[config.mk]
export PLATFORM = sky130hd
export DESIGN_NAME = literal_stream_decoder
export DESIGN_NICKNAME = d
export VERILOG_FILES = /design/src/rtl/bits_pkg.sv /design/src/rtl/literal_stream_decoder.sv
export SDC_FILE = /design/constraint.sdc
export NUM_CORES = 1
export LEC_CHECK = 0
export ABC_CLOCK_PERIOD_IN_PS = 2000
export CORE_MARGIN = 1.5
export CORE_UTILIZATION = 49
export CTS_BUF_LIST = sky130_fd_sc_hd__clkbuf_16
export DETAILED_ROUTE_END_ITERATION = 10
export MAX_ROUTING_LAYER = met4
export PLACE_DENSITY_LB_ADDON = 0.08
export SETUP_SLACK_MARGIN = 0.15
export SYNTH_ARGS = -nofsm -noshare
export SYNTH_HDL_FRONTEND = slang
export SYNTH_SLANG_ARGS = --single-unit
[constraint.sdc]
create_clock -name clk -period 2 [get_ports clk]
set_clock_uncertainty 0.2 [all_clocks]
set_input_delay 0.2 -clock clk [delete_from_list [all_inputs] [get_ports clk]]
set_output_delay 0.2 -clock clk [all_outputs]
set_load 0.01 [all_outputs]
[src/rtl/bits_pkg.sv]
// Shared definitions for the BITS literal stream decoder.
// Contents: group/nibble geometry, FSM state enum, group payload struct.
package bits_pkg;

  localparam int unsigned GROUP_W  = 5;
  localparam int unsigned NIBBLE_W = 4;
  localparam int unsigned CONT_BIT = 4;

  typedef enum logic [1:0] {
    ACCUM = 2'd0,
    DRAIN = 2'd1,
    DONE  = 2'd2
  } state_t;

  typedef struct packed {
    logic                cont;
    logic [NIBBLE_W-1:0] nibble;
  } bits_group_t;

endpackage : bits_pkg

[src/rtl/literal_stream_decoder.sv]
// Streaming BITS literal decoder: accumulates 4-bit nibbles MSB-first from
// 5-bit groups (bit 4 = continue) and presents the literal on a valid/ready port.
// Ports:
//   clk, resetB                 clock, synchronous active-low reset
//   group_valid/group/group_ready   upstream group handshake
//   number_valid/number_ready   downstream result handshake
//   number, overflow, group_count   result payload
//   bits_consumed               5 x groups accepted (only with LITERAL_BITCOUNT_EN)
// Optional feature macro: LITERAL_BITCOUNT_EN.
module literal_stream_decoder
  import bits_pkg::*;
#(
  parameter int unsigned NUM_W      = 64,
  parameter int unsigned MAX_GROUPS = 16,
  localparam int unsigned CNT_W     = $clog2(MAX_GROUPS + 1)
`ifdef LITERAL_BITCOUNT_EN
  ,
  localparam int unsigned BC_W      = $clog2(5 * MAX_GROUPS + 6)
`endif
) (
  input  logic               clk,
  input  logic               resetB,
  input  logic               group_valid,
  input  logic [GROUP_W-1:0] group,
  output logic               group_ready,
  output logic               number_valid,
  output logic [NUM_W-1:0]   number,
  input  logic               number_ready,
  output logic               overflow,
  output logic [CNT_W-1:0]   group_count
`ifdef LITERAL_BITCOUNT_EN
  ,
  output logic [BC_W-1:0]    bits_consumed
`endif
);

  bits_group_t      grp;
  state_t           state, state_n;
  logic [NUM_W-1:0] acc, acc_n, base_acc;
  logic [CNT_W-1:0] cnt, cnt_n, base_cnt;
  logic             ovf, ovf_n, base_ovf;
  logic             ready, accept, handshake;

`ifdef LITERAL_BITCOUNT_EN
  // Largest multiple of 5 representable; drain can run arbitrarily long.
  localparam int unsigned BC_MAX = (((1 << BC_W) - 1) / 5) * 5;
  logic [BC_W-1:0] bits, bits_n, base_bits;
`endif

  assign grp = bits_group_t'(group);

  // Next-state and accumulator update
  always_comb begin
    state_n   = state;
    acc_n     = acc;
    cnt_n     = cnt;
    ovf_n     = ovf;
    ready     = (state != DONE) || number_ready;
    accept    = group_valid && ready;
    handshake = (state == DONE) && number_ready;
    base_acc  = acc;
    base_cnt  = cnt;
    base_ovf  = ovf;
`ifdef LITERAL_BITCOUNT_EN
    bits_n    = bits;
    base_bits = bits;
`endif

    // Result taken: start from a clean literal (possibly this same cycle)
    if (handshake) begin
      base_acc = '0;
      base_cnt = '0;
      base_ovf = 1'b0;
      acc_n    = '0;
      cnt_n    = '0;
      ovf_n    = 1'b0;
      state_n  = ACCUM;
`ifdef LITERAL_BITCOUNT_EN
      base_bits = '0;
      bits_n    = '0;
`endif
    end

    if (accept) begin
`ifdef LITERAL_BITCOUNT_EN
      if (32'(base_bits) + 32'd5 > BC_MAX) bits_n = BC_W'(BC_MAX);
      else                                 bits_n = base_bits + BC_W'(5);
`endif
      if (state == DRAIN) begin
        // Groups past the limit are swallowed until the literal terminates
        if (!grp.cont) state_n = DONE;
      end else begin
        acc_n = NUM_W'({base_acc, grp.nibble});
        cnt_n = base_cnt + CNT_W'(1);
        ovf_n = base_ovf || (base_acc[NUM_W-1 -: NIBBLE_W] != '0);
        if (!grp.cont) begin
          state_n = DONE;
        end else if (base_cnt + CNT_W'(1) == CNT_W'(MAX_GROUPS)) begin
          ovf_n   = 1'b1;
          state_n = DRAIN;
        end
      end
    end
  end

  // State and datapath registers
  always_ff @(posedge clk) begin
    if (!resetB) begin
      state <= ACCUM;
      acc   <= '0;
      cnt   <= '0;
      ovf   <= 1'b0;
`ifdef LITERAL_BITCOUNT_EN
      bits  <= '0;
`endif
    end else begin
      state <= state_n;
      acc   <= acc_n;
      cnt   <= cnt_n;
      ovf   <= ovf_n;
`ifdef LITERAL_BITCOUNT_EN
      bits  <= bits_n;
`endif
    end
  end

  assign group_ready  = ready;
  assign number_valid = (state == DONE);
  assign number       = acc;
  assign overflow     = ovf;
  assign group_count  = cnt;
`ifdef LITERAL_BITCOUNT_EN
  assign bits_consumed = bits;
`endif

endmodule : literal_stream_decoder

# Word level (Yosys, flattened, before mapping)
# Cells that the tools add are included.
# classes
addsub	1
n_eq_ne	4
n_mux	17
n_reduce_logical	5
# op_table
op	n
64-bit two-way mux	3
5-bit two-way mux	3
2-bit two-way mux	6
5-bit by 1-bit adder with 5-bit output, second input constant	1
5-bit == test, second input constant	1
1-bit two-way mux	5
4-bit nonzero test	1
2-bit by 1-bit == test with 1-bit output, second input constant	1
2-bit == test, second input constant	1
1-bit logical AND	2
1-bit logical OR	2
2-bit != test, second input constant	1
# totals
reg_bits	72
in_bits	9
output_inout_bits	72
wordCells	31

# Longest topological paths before layout
# Gate-level depths: netlist (run 1).
# depth
ltp_word	9
depth_mapped	7
depth_no_buf	4

# Least setup slack after synthesis (run 1)
# No wires, ideal clock.
# synth_path
path_kind	reg-to-reg
from	reg state[1]
to	reg acc[11] (netlist: number[11])
setup_time_ns	0.132
t_arrival_ns	1.179
required_ns	1.668
path_slack_ns	0.488
path_stages_with_launch	8
n_path_buf	3
synth_period_minus_slack_ns	1.512
path_cell_list	dfxtp_1 -> nor3b_2 -> buf_6 -> inv_2 -> buf_4 -> buf_4 -> nand4_1 -> a21oi_1
# synth_between
elab_chain_cells	5
word_cells_on_any_way	9
classes_between	eq/ne: 3; mux: 3; reduce/logical: 3
# synth_lines
item	line_no	rtl
from (decl)	literal_stream_decoder.sv:38	state_t state, state_n;
from (signal assigned)	literal_stream_decoder.sv:117	state <= state_n;
2-bit == test	literal_stream_decoder.sv:60	handshake = (state == DONE) && number_ready;
1-bit logical AND	literal_stream_decoder.sv:60	
64-bit two-way mux	literal_stream_decoder.sv:70	if (handshake) begin
64-bit two-way mux	literal_stream_decoder.sv:89	if (state == DRAIN) begin
64-bit two-way mux (*)	literal_stream_decoder.sv:84	if (accept) begin
to (signal assigned)	literal_stream_decoder.sv:118	acc <= acc_n;
to (decl)	literal_stream_decoder.sv:39	logic [NUM_W-1:0] acc, acc_n, base_acc;
# Every way passes the cells marked *; elsewhere a longest branch is shown, timed or not.
# A chain may end at the register's enable or synchronous reset.

# Final worst setup path (run 1)
# layout_path
from	in number_ready
to	reg acc[8] (netlist: number[8])
# layout_between
elab_chain_cells	4
word_cells_on_any_way	6
classes_between	mux: 3; reduce/logical: 3
# layout_lines
item	line_no	rtl
from (decl)	literal_stream_decoder.sv:28	input logic number_ready,
1-bit logical AND	literal_stream_decoder.sv:60	
64-bit two-way mux	literal_stream_decoder.sv:70	
64-bit two-way mux	literal_stream_decoder.sv:89	
64-bit two-way mux (*)	literal_stream_decoder.sv:84	
# Marked as above.

==> impl_metrics.py, run 1 <==
metrics = {
    "status": {
        "outcome": "finished clean",
    },
    "synth": {
        "synth.top_cells.by_area": "dfxtp_1 45%, o31ai_1 14%, nand4_1 13%",
        "syn_avg_cell_area_um2": 8.90,
        "syn-num-nets": 370,
        "syn-instance-count": 361,
        "ys_warn_count": 0,
        "synth_cell_type_count": 27,
        "synth_seq_cells": 72,
        "synth_top_area_share_pct": 44.8,
        "yosysTopAreaCell": "dfxtp_1",
        "synthArstFlopShare_pct": 0,
        "seq_area_frac_synth_pct": 44.8,
        "yosysMostFrequentCell": "dfxtp_1",
        "synthFlopType": "dfxtp_1",
        "synth.cell_area_mm2": 0.00321,
        "synth_edf_count": 0,
        "yosys-top-cells-count": "72 x dfxtp_1, 66 x a21oi_1, 66 x nand4_1",
    },
    "routing": {
        "vias": 3227,
        "avgViaCountPerCell": 6.47,
        "drc": 0,
        "post_drt_wl_per_cell_um": 17.4,
        "final_antenna_net_count": 0,
        "firstDrtPassIters": 5,
        "wl_um": 8700,
        "first_iter_violations": 255,
    },
    "clock_tree": {
        "cts_buffer_depth": 2,
        "clkTransAtPathRegs_ns": 0.05,
        "cts_buffers": 9,
        "clock_latency_ns": 0.32,
        "cts_max_level": 3,
        "cts_tree": "yes",
        "postCtsHoldBufs": 0,
        "clock_sinks": 72,
        "clock-root-buffer": "clkbuf_16",
    },
    "cells_and_area": {
        "final_net_count": 428,
        "fin_area_mm2": 0.00433,
        "multi_input_area_mm2": 0.00150,
        "area_growth_pct": 34.6,
        "drive_gt1_share_pct": 9.48,
        "seq_area_mm2": 0.00144,
        "nFillCells": 543,
        "antenna-diode-count": 0,
        "fin_cells": 499,
    },
    "floorplanning": {
        "die_w_um": 84.0,
        "coreArea_mm2": 0.00635,
        "start_util_pct": 50.6,
        "die-area_mm2": 0.00705,
        "num_rows": 29,
        "ios": 81,
        "dieHeight_um": 84.0,
    },
    "sta": {
        "finalSetupViolCount": 0,
        "fin_setup_tns_ns": 0,
        "fmax_mhz": 572,
        "relSlewSlack_pct": 55.1,
        "rsz0062_at_grt": "false",
        "worst_pin_slew_ns": 0.673,
        "finalMaxSlewViolations": 0,
        "period_minus_slack_ns": 1.75,
        "finalCritPeriodShare_pct": 87.4,
        "hold_viol_final": 0,
    },
    "setup_path": {
        "worst_path_largest_cell_delay_ns": 0.47,
        "path_depth": 7,
        "critical_path_class": "in -> reg",
        "cp.arrival_ns": 1.80,
        "cp_top_family": "buffers and inverters",
        "startpoint": "number_ready",
        "path_buf_inv": 4,
        "r2r_slack_ns": 0.28,
        "endpoint": "number[8]",
        "crit_chain": "clkdlybuf4s50_1, nor3b_4, buf_4, buf_4, buf_12, o31ai_1, a21oi_1",
        "crit_path_start_kind": "input pin",
        "crit_path_top_delay_cell": "clkdlybuf4s50_1",
        "crit_required_ns": 2.05,
        "critPathMostFrequentCell": "buf_4",
        "end_kind": "flip-flop",
        "r2r-start": "state[0]",
        "timing.rr.end": "number[8]",
        "cp_max_fo": 21,
        "rr_worst_depth": 6,
    },
    "grt": {
        "antenna_found_initial": 0,
        "grt_pass1_vias": 2821,
        "grt_pass1_wl_um": 14100,
        "grt_overflow": 0,
        "grt_max_degree": 67,
        "grtUsageTotal_pct": 24.9,
    },
    "place": {
        "place_congestion": 0.831,
        "portBuffers": 80,
        "post-dp-hpwl_um": 5010,
        "dp_cells": 484,
        "placed_cell_area_mm2": 0.00407,
    },
    "min_path": {
        "hp-class": "in -> reg",
    },
    "power": {
        "irDropWorstVdd_uv": 568,
        "powerDensity_mw_per_mm2": 709,
        "cellLeakagePower_nw": 1.53,
    },
    "flow_run": {
        "maxCapViolations": 0,
    },
}
cell usage in the layout, fill, tap and decap left out, types with 2 or more instances in the layout:
cell | netlist | layout
inv_2 | 2 | 2
nor4_1 | 6 | 6
buf_4 | 5 | 14
clkbuf_16 | 0 | 9
inv_1 | 2 | 2
dfxtp_1 | 72 | 72
a21oi_1 | 66 | 66
buf_12 | 0 | 6
o31ai_1 | 60 | 60
or3_1 | 5 | 5
nand3b_1 | 2 | 2
o311ai_0 | 5 | 4
nand3_1 | 5 | 5
nand4_1 | 66 | 66
mux2i_1 | 4 | 4
dlygate4sd2_1 | 0 | 2
clkdlybuf4s50_1 | 0 | 77
clkinv_2 | 0 | 3
cell families after synthesis:
kind of cell | after synthesis | share of synthesized area (%)
buf+inv | 57 | 8.95
compound gates | 136 | 27.1
simple gates | 92 | 17.9
flops | 72 | 44.8
mux | 4 | 1.25
tightest hold or removal path, stage by stage:
cell	delay [ns]
clkdlybuf4s50_1	0.39
nand4_1	0.08
a21oi_1	0.06
worst min-delay path by stage:
| stage | cells past startpoint | endpoint | startpoint | slack (ns) |
|---|---|---|---|---|
| 3_3_place_gp | 2 | number[49] | number[49] | 0.27 |
| 3_5_place_dp | 2 | number[36] | number[36] | 0.28 |
| 4_1_cts | 3 | number[3] | group[3] | 0.25 |
| 5_1_grt | 3 | number[3] | group[3] | 0.27 |
| 2_1_floorplan | 2 | number[0] | group[0] | 0.17 |
| 6_report | 3 | number[1] | group[1] | 0.25 |
layer usage:
metal / track usage (%) / up-vias / routed length (µm)
li1: - / 1536 / -
met1: 34.4 / 1559 / 3890
met2: 36.2 / 124 / 4200
met3: 6.03 / 8 / 519
met4: 7.75 / 0 / 94
met5: - / - / 0
timing repair:
action,in CTS,in global routing
pin swaps,1,0
gates resized for setup,2,1
endpoints found under the setup margin,2,1
setup buffers,1,0
sequential cells by signal, indices dropped and copies added, names as in the netlist:
name	cells
group_count	5
number	64
overflow	1
state	2
area by class of cell:
class                   count  share of cell area, %
multi-input cells         232                   34.8
repair buffers            100                   23.5
flip-flops and latches     72                   33.3
inverters                   4                  0.347
clock buffers               9                   5.21
clock inverters             5                  0.607
well taps                  77                   2.23
stage by stage:
step | worst slack [ns] | power [mW] | hold slack [ns] | util [%]
after detailed placement | 0.0491 | 1.72 | 0.277 | 64.1
after floorplan | 0.488 | 1.62 | 0.168 | -
after global placement | 0.0851 | 1.72 | 0.274 | 64.1
final | 0.252 | 3.07 | 0.252 | 68.1
after global routing | 0.198 | 3.17 | 0.269 | 68.1
after CTS | 0.246 | 3.08 | 0.247 | 68.1
power by group:
part | leakage [nW] | switching [mW] | internal [mW]
clock network | 0.124 | 0.565 | 0.813
registers | 0.581 | 0.0137 | 1.45
logic | 0.829 | 0.141 | 0.0854
(Power assumes the default switching activity.)
==> inputs of run 2 (changes only) <==
--- a/config.mk
+++ b/config.mk
@@ -12,6 +12,7 @@
 export DETAILED_ROUTE_END_ITERATION = 10
 export MAX_ROUTING_LAYER = met4
 export PLACE_DENSITY_LB_ADDON = 0.08
+export RECOVER_POWER = 100
 export SETUP_SLACK_MARGIN = 0.15
 export SYNTH_ARGS = -nofsm -noshare
 export SYNTH_HDL_FRONTEND = slang
==> impl_metrics.py, run 2 (synthesis results as in run 1) <==
metrics = {
    "grt": {
        "gr-usage-met2_pct": 36.2,
        "grt_max_degree": 67,
        "grtUsageTotal_pct": 24.9,
        "antenna_found_initial": 0,
        "grt_overflow": 0,
        "grt_pass1_wl_um": 14100,
        "grt_pass1_vias": 2821,
        "use_met1_pct": 34.4,
        "use_met3_pct": 6.03,
        "grt.busiest_layer": "met2",
    },
    "sta": {
        "finalSetupViolCount": 0,
        "rsz0062_at_grt": "false",
        "worst_pin_slew_ns": 0.700,
        "period_minus_slack_ns": 1.80,
        "relSlewSlack_pct": 53.3,
        "finalCritPeriodShare_pct": 90.2,
        "fmax_mhz": 555,
        "fin_setup_tns_ns": 0,
        "hold_viol_final": 0,
        "finalMaxSlewViolations": 0,
        "timing.hold.ws_ns": 0.254,
    },
    "floorplanning": {
        "dieHeight_um": 84.0,
        "ios": 81,
        "die_w_um": 84.0,
        "start_util_pct": 50.6,
        "num_rows": 29,
        "die-area_mm2": 0.00705,
        "coreArea_mm2": 0.00635,
    },
    "cells_and_area": {
        "fin_cells": 499,
        "nFillCells": 543,
        "antenna-diode-count": 0,
        "layout_common_cells": "72 x dfxtp_1, 70 x dlygate4sd3_1, 66 x nand4_1, 66 x a21oi_1, 60 x o31ai_1",
        "area_growth_pct": 34.6,
        "drive_gt1_share_pct": 9.24,
        "largest_reg_flops": 64,
        "layout_commonest_cell": "dfxtp_1",
        "final_net_count": 428,
    },
    "clock_tree": {
        "clkTransAtPathRegs_ns": 0.05,
        "cts_tree": "yes",
        "cts_buffer_depth": 2,
        "cts_max_level": 3,
        "clock-root-buffer": "clkbuf_16",
        "clock_sinks": 72,
        "clock_latency_ns": 0.32,
        "cts_buffers": 9,
    },
    "power": {
        "power_mw": 3.07,
        "p_sw_mw": 0.725,
        "swShare_pct": 23.7,
        "cellLeakagePower_nw": 1.78,
        "irDropWorstVdd_uv": 574,
        "power.share.sequential_pct": 47.6,
        "powerDensity_mw_per_mm2": 709,
        "p_comb_share_pct": 7.3,
        "clock_power_share_pct": 45.1,
        "p_int_mw": 2.34,
    },
    "setup_path": {
        "end_kind": "primary output",
        "critical_path_class": "reg -> out",
        "crit_chain": "dlygate4sd3_1",
        "path_buf_inv": 1,
        "cp.arrival_ns": 1.40,
        "crit_path_top_delay_cell": "dlygate4sd3_1",
        "cp_max_fo": 7,
        "worst_path_largest_cell_delay_ns": 0.64,
        "crit_path_start_kind": "flip-flop",
        "cp_top_family": "buffers and inverters",
        "crit_required_ns": 1.60,
    },
    "routing": {
        "avgViaCountPerCell": 6.43,
        "vias": 3209,
        "post_drt_wl_per_cell_um": 17.5,
        "first_iter_violations": 269,
        "firstDrtPassIters": 4,
        "drc": 0,
        "final_antenna_net_count": 0,
        "wl_um": 8730,
    },
    "place": {
        "post-dp-hpwl_um": 5010,
        "place_congestion": 0.831,
        "dp_cells": 484,
        "portBuffers": 80,
    },
    "status": {
        "outcome": "finished clean",
    },
    "flow_run": {
        "maxCapViolations": 0,
    },
    "min_path": {
        "hp-class": "in -> reg",
    },
}
-- run 2: cell types whose count changed in the layout (fill, tap and decap cells not counted), sizes merged --
cell	change
clkdlybuf4s50	-70
dlygate4sd3	+70
buf	-2
clkbuf	+2
-- run 2: metal layers --
layer	part of all wire (%)	routed length (µm)	vias up
met5	0	0	-
li1	-	-	1538
met1	45	3930	1536
met2	48	4160	122
met3	5.9	513	13
met4	1.4	123	0
-- run 2: final cells by class --
class	count	area (µm²)	share of cell area, %
sequential	72	1440	33.3
clock inverter	5	26.3	0.607
inverter	4	15.0	0.347
timing repair buffer	100	1020	23.5
tap	77	96.3	2.23
clock buffer	9	225	5.21
multi-input combinational	232	1500	34.8
-- run 2: power groups by stage --
| stage | logic, mW | registers [mW] | clock network (mW) |
|---|---|---|---|
| after CTS | 0.225 | 1.46 | 1.40 |
| final | 0.223 | 1.46 | 1.38 |
| after floorplan | 0.124 | 1.50 | 0 |
| after global routing | 0.238 | 1.46 | 1.47 |
| after detailed placement | 0.224 | 1.49 | 0 |
| after global placement | 0.224 | 1.49 | 0 |
-- run 2: per-stage QoR --
stage / cell area, µm² / util (%) / worst slack, ns
finish: 4330 / 68.1 / 0.197
global route: 4330 / 68.1 / 0.151
global placement: 4070 / 64.1 / 0.0851
CTS: 4330 / 68.1 / 0.246
detailed placement: 4070 / 64.1 / 0.0491
floorplan: 3210 / - / 0.488
-- run 2: repair_timing --
| action | CTS | global route |
|---|---|---|
| gates resized for setup | 2 | 1 |
| endpoints found under the setup margin | 2 | 1 |
| hold endpoints to repair | 0 | 0 |
| pin swaps | 1 | 0 |
| setup buffers | 1 | 0 |
| hold buffers | 0 | 0 |
-- run 2: worst paths after layout --
path	slack (ns)	cells after the start	end	from
setup / recovery	0.20	1	group_count[0]	group_count[0]
hold / removal	0.25	3	number[1]	group[1]
setup reg to reg	0.28	6	number[8]	state[0]
hold reg to reg	0.28	2	number[36]	number[36]
==> patch (config.mk and constraints of run 1) <==
The parameter `MAX_GROUPS` goes from 16 to 32.
--- a/src/rtl/literal_stream_decoder.sv
+++ b/src/rtl/literal_stream_decoder.sv
@@ -11,7 +11,7 @@
   import bits_pkg::*;
 #(
   parameter int unsigned NUM_W      = 64,
-  parameter int unsigned MAX_GROUPS = 16,
+  parameter int unsigned MAX_GROUPS = 32,
   localparam int unsigned CNT_W     = $clog2(MAX_GROUPS + 1)
 `ifdef LITERAL_BITCOUNT_EN
   ,
Interface: changed (resized group_count); port bits go from 81 to 82. No check against the original RTL was run, so the function may have changed too.
==> patch against run 1 <==
  * Area after synthesis decreased by 15%
  * Sequential cell count increased by 1
  * Critical path depth decreased by 5
  * Total power increased by 18%
  * Sequential share of layout area increased by 2.3 points
  * Wire length decreased by 19%
  * Count of clock-buffer cells in the layout unchanged
  * Worst setup slack got worse by 0.056 ns
  * Global-route usage decreased by 0.71 points
  * Cell area decreased by 4.9%
  * Critical path type is now reg -> out
==> patch: results (changes against run 1) <==
** Finish
- The count of fill cells added during filler insertion came to 383 (was 543).
- The share of cells above drive strength 1 came to 0.1035 (was 0.09479).
- The layout net count was 431 (was 428).

** Timing
- The worst hold-check slack was 0.2317 ns (was 0.2525 ns).
- The final worst setup slack came to 0.1965 ns (was 0.2524 ns).
- The slew of the pin with the lowest slew margin is 0.3086 ns (was 0.6725 ns).

** Yosys
- The fraction of the mapped netlist area in compound gates was 0.1533 (was 0.2705).
- Most instantiated cells after synthesis :: 133 x nand2_1, 73 x dfxtp_1, 62 x a21oi_1, 10 x clkbuf_1, 7 x buf_2 (was 72 x dfxtp_1, 66 x a21oi_1, 66 x nand4_1, 60 x o31ai_1, 21 x clkbuf_1)
- The share of the synthesized netlist area taken by xor and xnor gates came to 0.009669 (was 0).
- Dominant cells by area after synthesis :: dfxtp_1 54%, nand2_1 18%, a21oi_1 11% (was dfxtp_1 45%, o31ai_1 14%, nand4_1 13%)
- The synthesized net count was 346 (was 370).
- The sequential fraction of the synthesis area is 0.5378 (was 0.4484).
- Main combinational cell family by area after synthesis :: simple AND/OR/NAND/NOR gates (was compound AO/OA/AOI/OAI gates)
- Adder-cell area share of the yosys netlist :: 0.004604 (was 0)
- Number of distinct library cells after synthesis :: 32 (was 27)

** Route
- The average via count per standard cell was 5.301 (was 6.467).
- DR iter-0 viols :: 156 (was 255)
- The length of the first detailed-routing pass in iterations was 4 (was 5).
- The average wire per cell in the routed design was 14.23 um (was 17.44 um).

** Worst setup path
- The worst reg-to-reg setup slack came to 0.22 ns (was 0.28 ns).
- The peak fanout along the critical path was 4 (was 21).
- The delay of the slowest critical-path stage was 0.41 ns (was 0.47 ns).
- CP max stage cell :: or3b_4 (was clkdlybuf4s50_1)
- The arrival time reported for the critical path endpoint came to 1.40 ns (was 1.80 ns).

** Power and ir drop
- The static power due to leakage came to 1.437 nW (was 1.534 nW).
- The maximum vdd ir drop was 0.6412 mV (was 0.5675 mV).

** Place
- The port buffer count is 81 (was 80).
- Final weighted congestion in routability-driven placement :: 0.8050 (was 0.8308)
- The post-detailed-placement half-perimeter wirelength is 4432 um (was 5013 um).
- The setup slack at placement came to -0.08645 ns (was 0.04913 ns).

** GRT
- GR Util All Layers :: 0.2421 (was 0.2492)
- Largest net degree at the start of global routing :: 44 (was 67)
- Via count of the first global-routing pass :: 2,347 (was 2,821)
- Wire length of the first global-routing pass :: 11,020 um (was 14,070 um)

** Clock network
- The number of buffers on the longest clock path is 2 (unchanged).
- TritonCTS buffer count :: 9 (unchanged)
- The post-CTS setup-driven buffer insertion count is 0 (was 1).

** Run status
- Run status: complete, no violations (unchanged).
[patch: metal layers]
metal,up-vias,GRT usage,wire (um)
met5,-,-,0
li1,1275,-,-
met3,12,0.07294,416
met2,87,0.3798,3419
met1,1250,0.2909,3061
met4,0,0.09818,148
[patch: layout make-up]
cell class	count	area (sq um)	area share
multi-input combinational	239	1190	0.2892
clock inverter	6	132.6	0.03224
sequential	73	1465	0.3561
timing repair buffer	97	1010	0.2454
inverter	1	3.754	0.0009124
tap	70	87.58	0.02129
clock buffer	9	225.2	0.05474
[patch: repair_timing]
action	in CTS	in global routing
pin swaps	0	2
endpoints found under the setup margin	2	31
hold endpoints to repair	0	0
cloned	0	1
gates resized for setup	1	3
[patch: kinds of logic (layout without fill, tap and decap cells)]
group,count (synthesis),in the layout
compound gates,75,75
fa+ha+maj,1,1
buf+inv,24,113
flops,73,73
xor+xnor,3,3
simple gates,160,160
[patch: worst paths after layout]
path,to,startpoint,depth (start not counted)
setup / recovery,group_ready,state[1]$_SDFF_PN0_,2
hold / removal,number[3]$_SDFF_PN0_,group[3],3
hold reg to reg,number[43]$_SDFF_PN0_,number[39]$_SDFF_PN0_,2
setup reg to reg,number[34]$_SDFF_PN0_,state[1]$_SDFF_PN0_,6
[patch: worst max-delay path, delay by kind of cell, from the launching register on]
family / cells / cell delay (ns)
simple gates: 1 / 0.41
flops: 1 / 0.36
buf+inv: 1 / 0.30
[patch: report_power, final]
part	switching [mW]	internal [mW]
Combinational	0.129	0.106
Sequential	0.0131	1.47
Clock	0.582	1.33
[patch: through the flow]
| stage | cells | instance area (sq um) |
|---|---|---|
| floorplan | 336 | 2770 |
| global placement | 479 | 3720 |
| CTS | 494 | 4076 |
| detailed placement | 479 | 3720 |
| finish | 495 | 4114 |
| global route | 495 | 4114 |
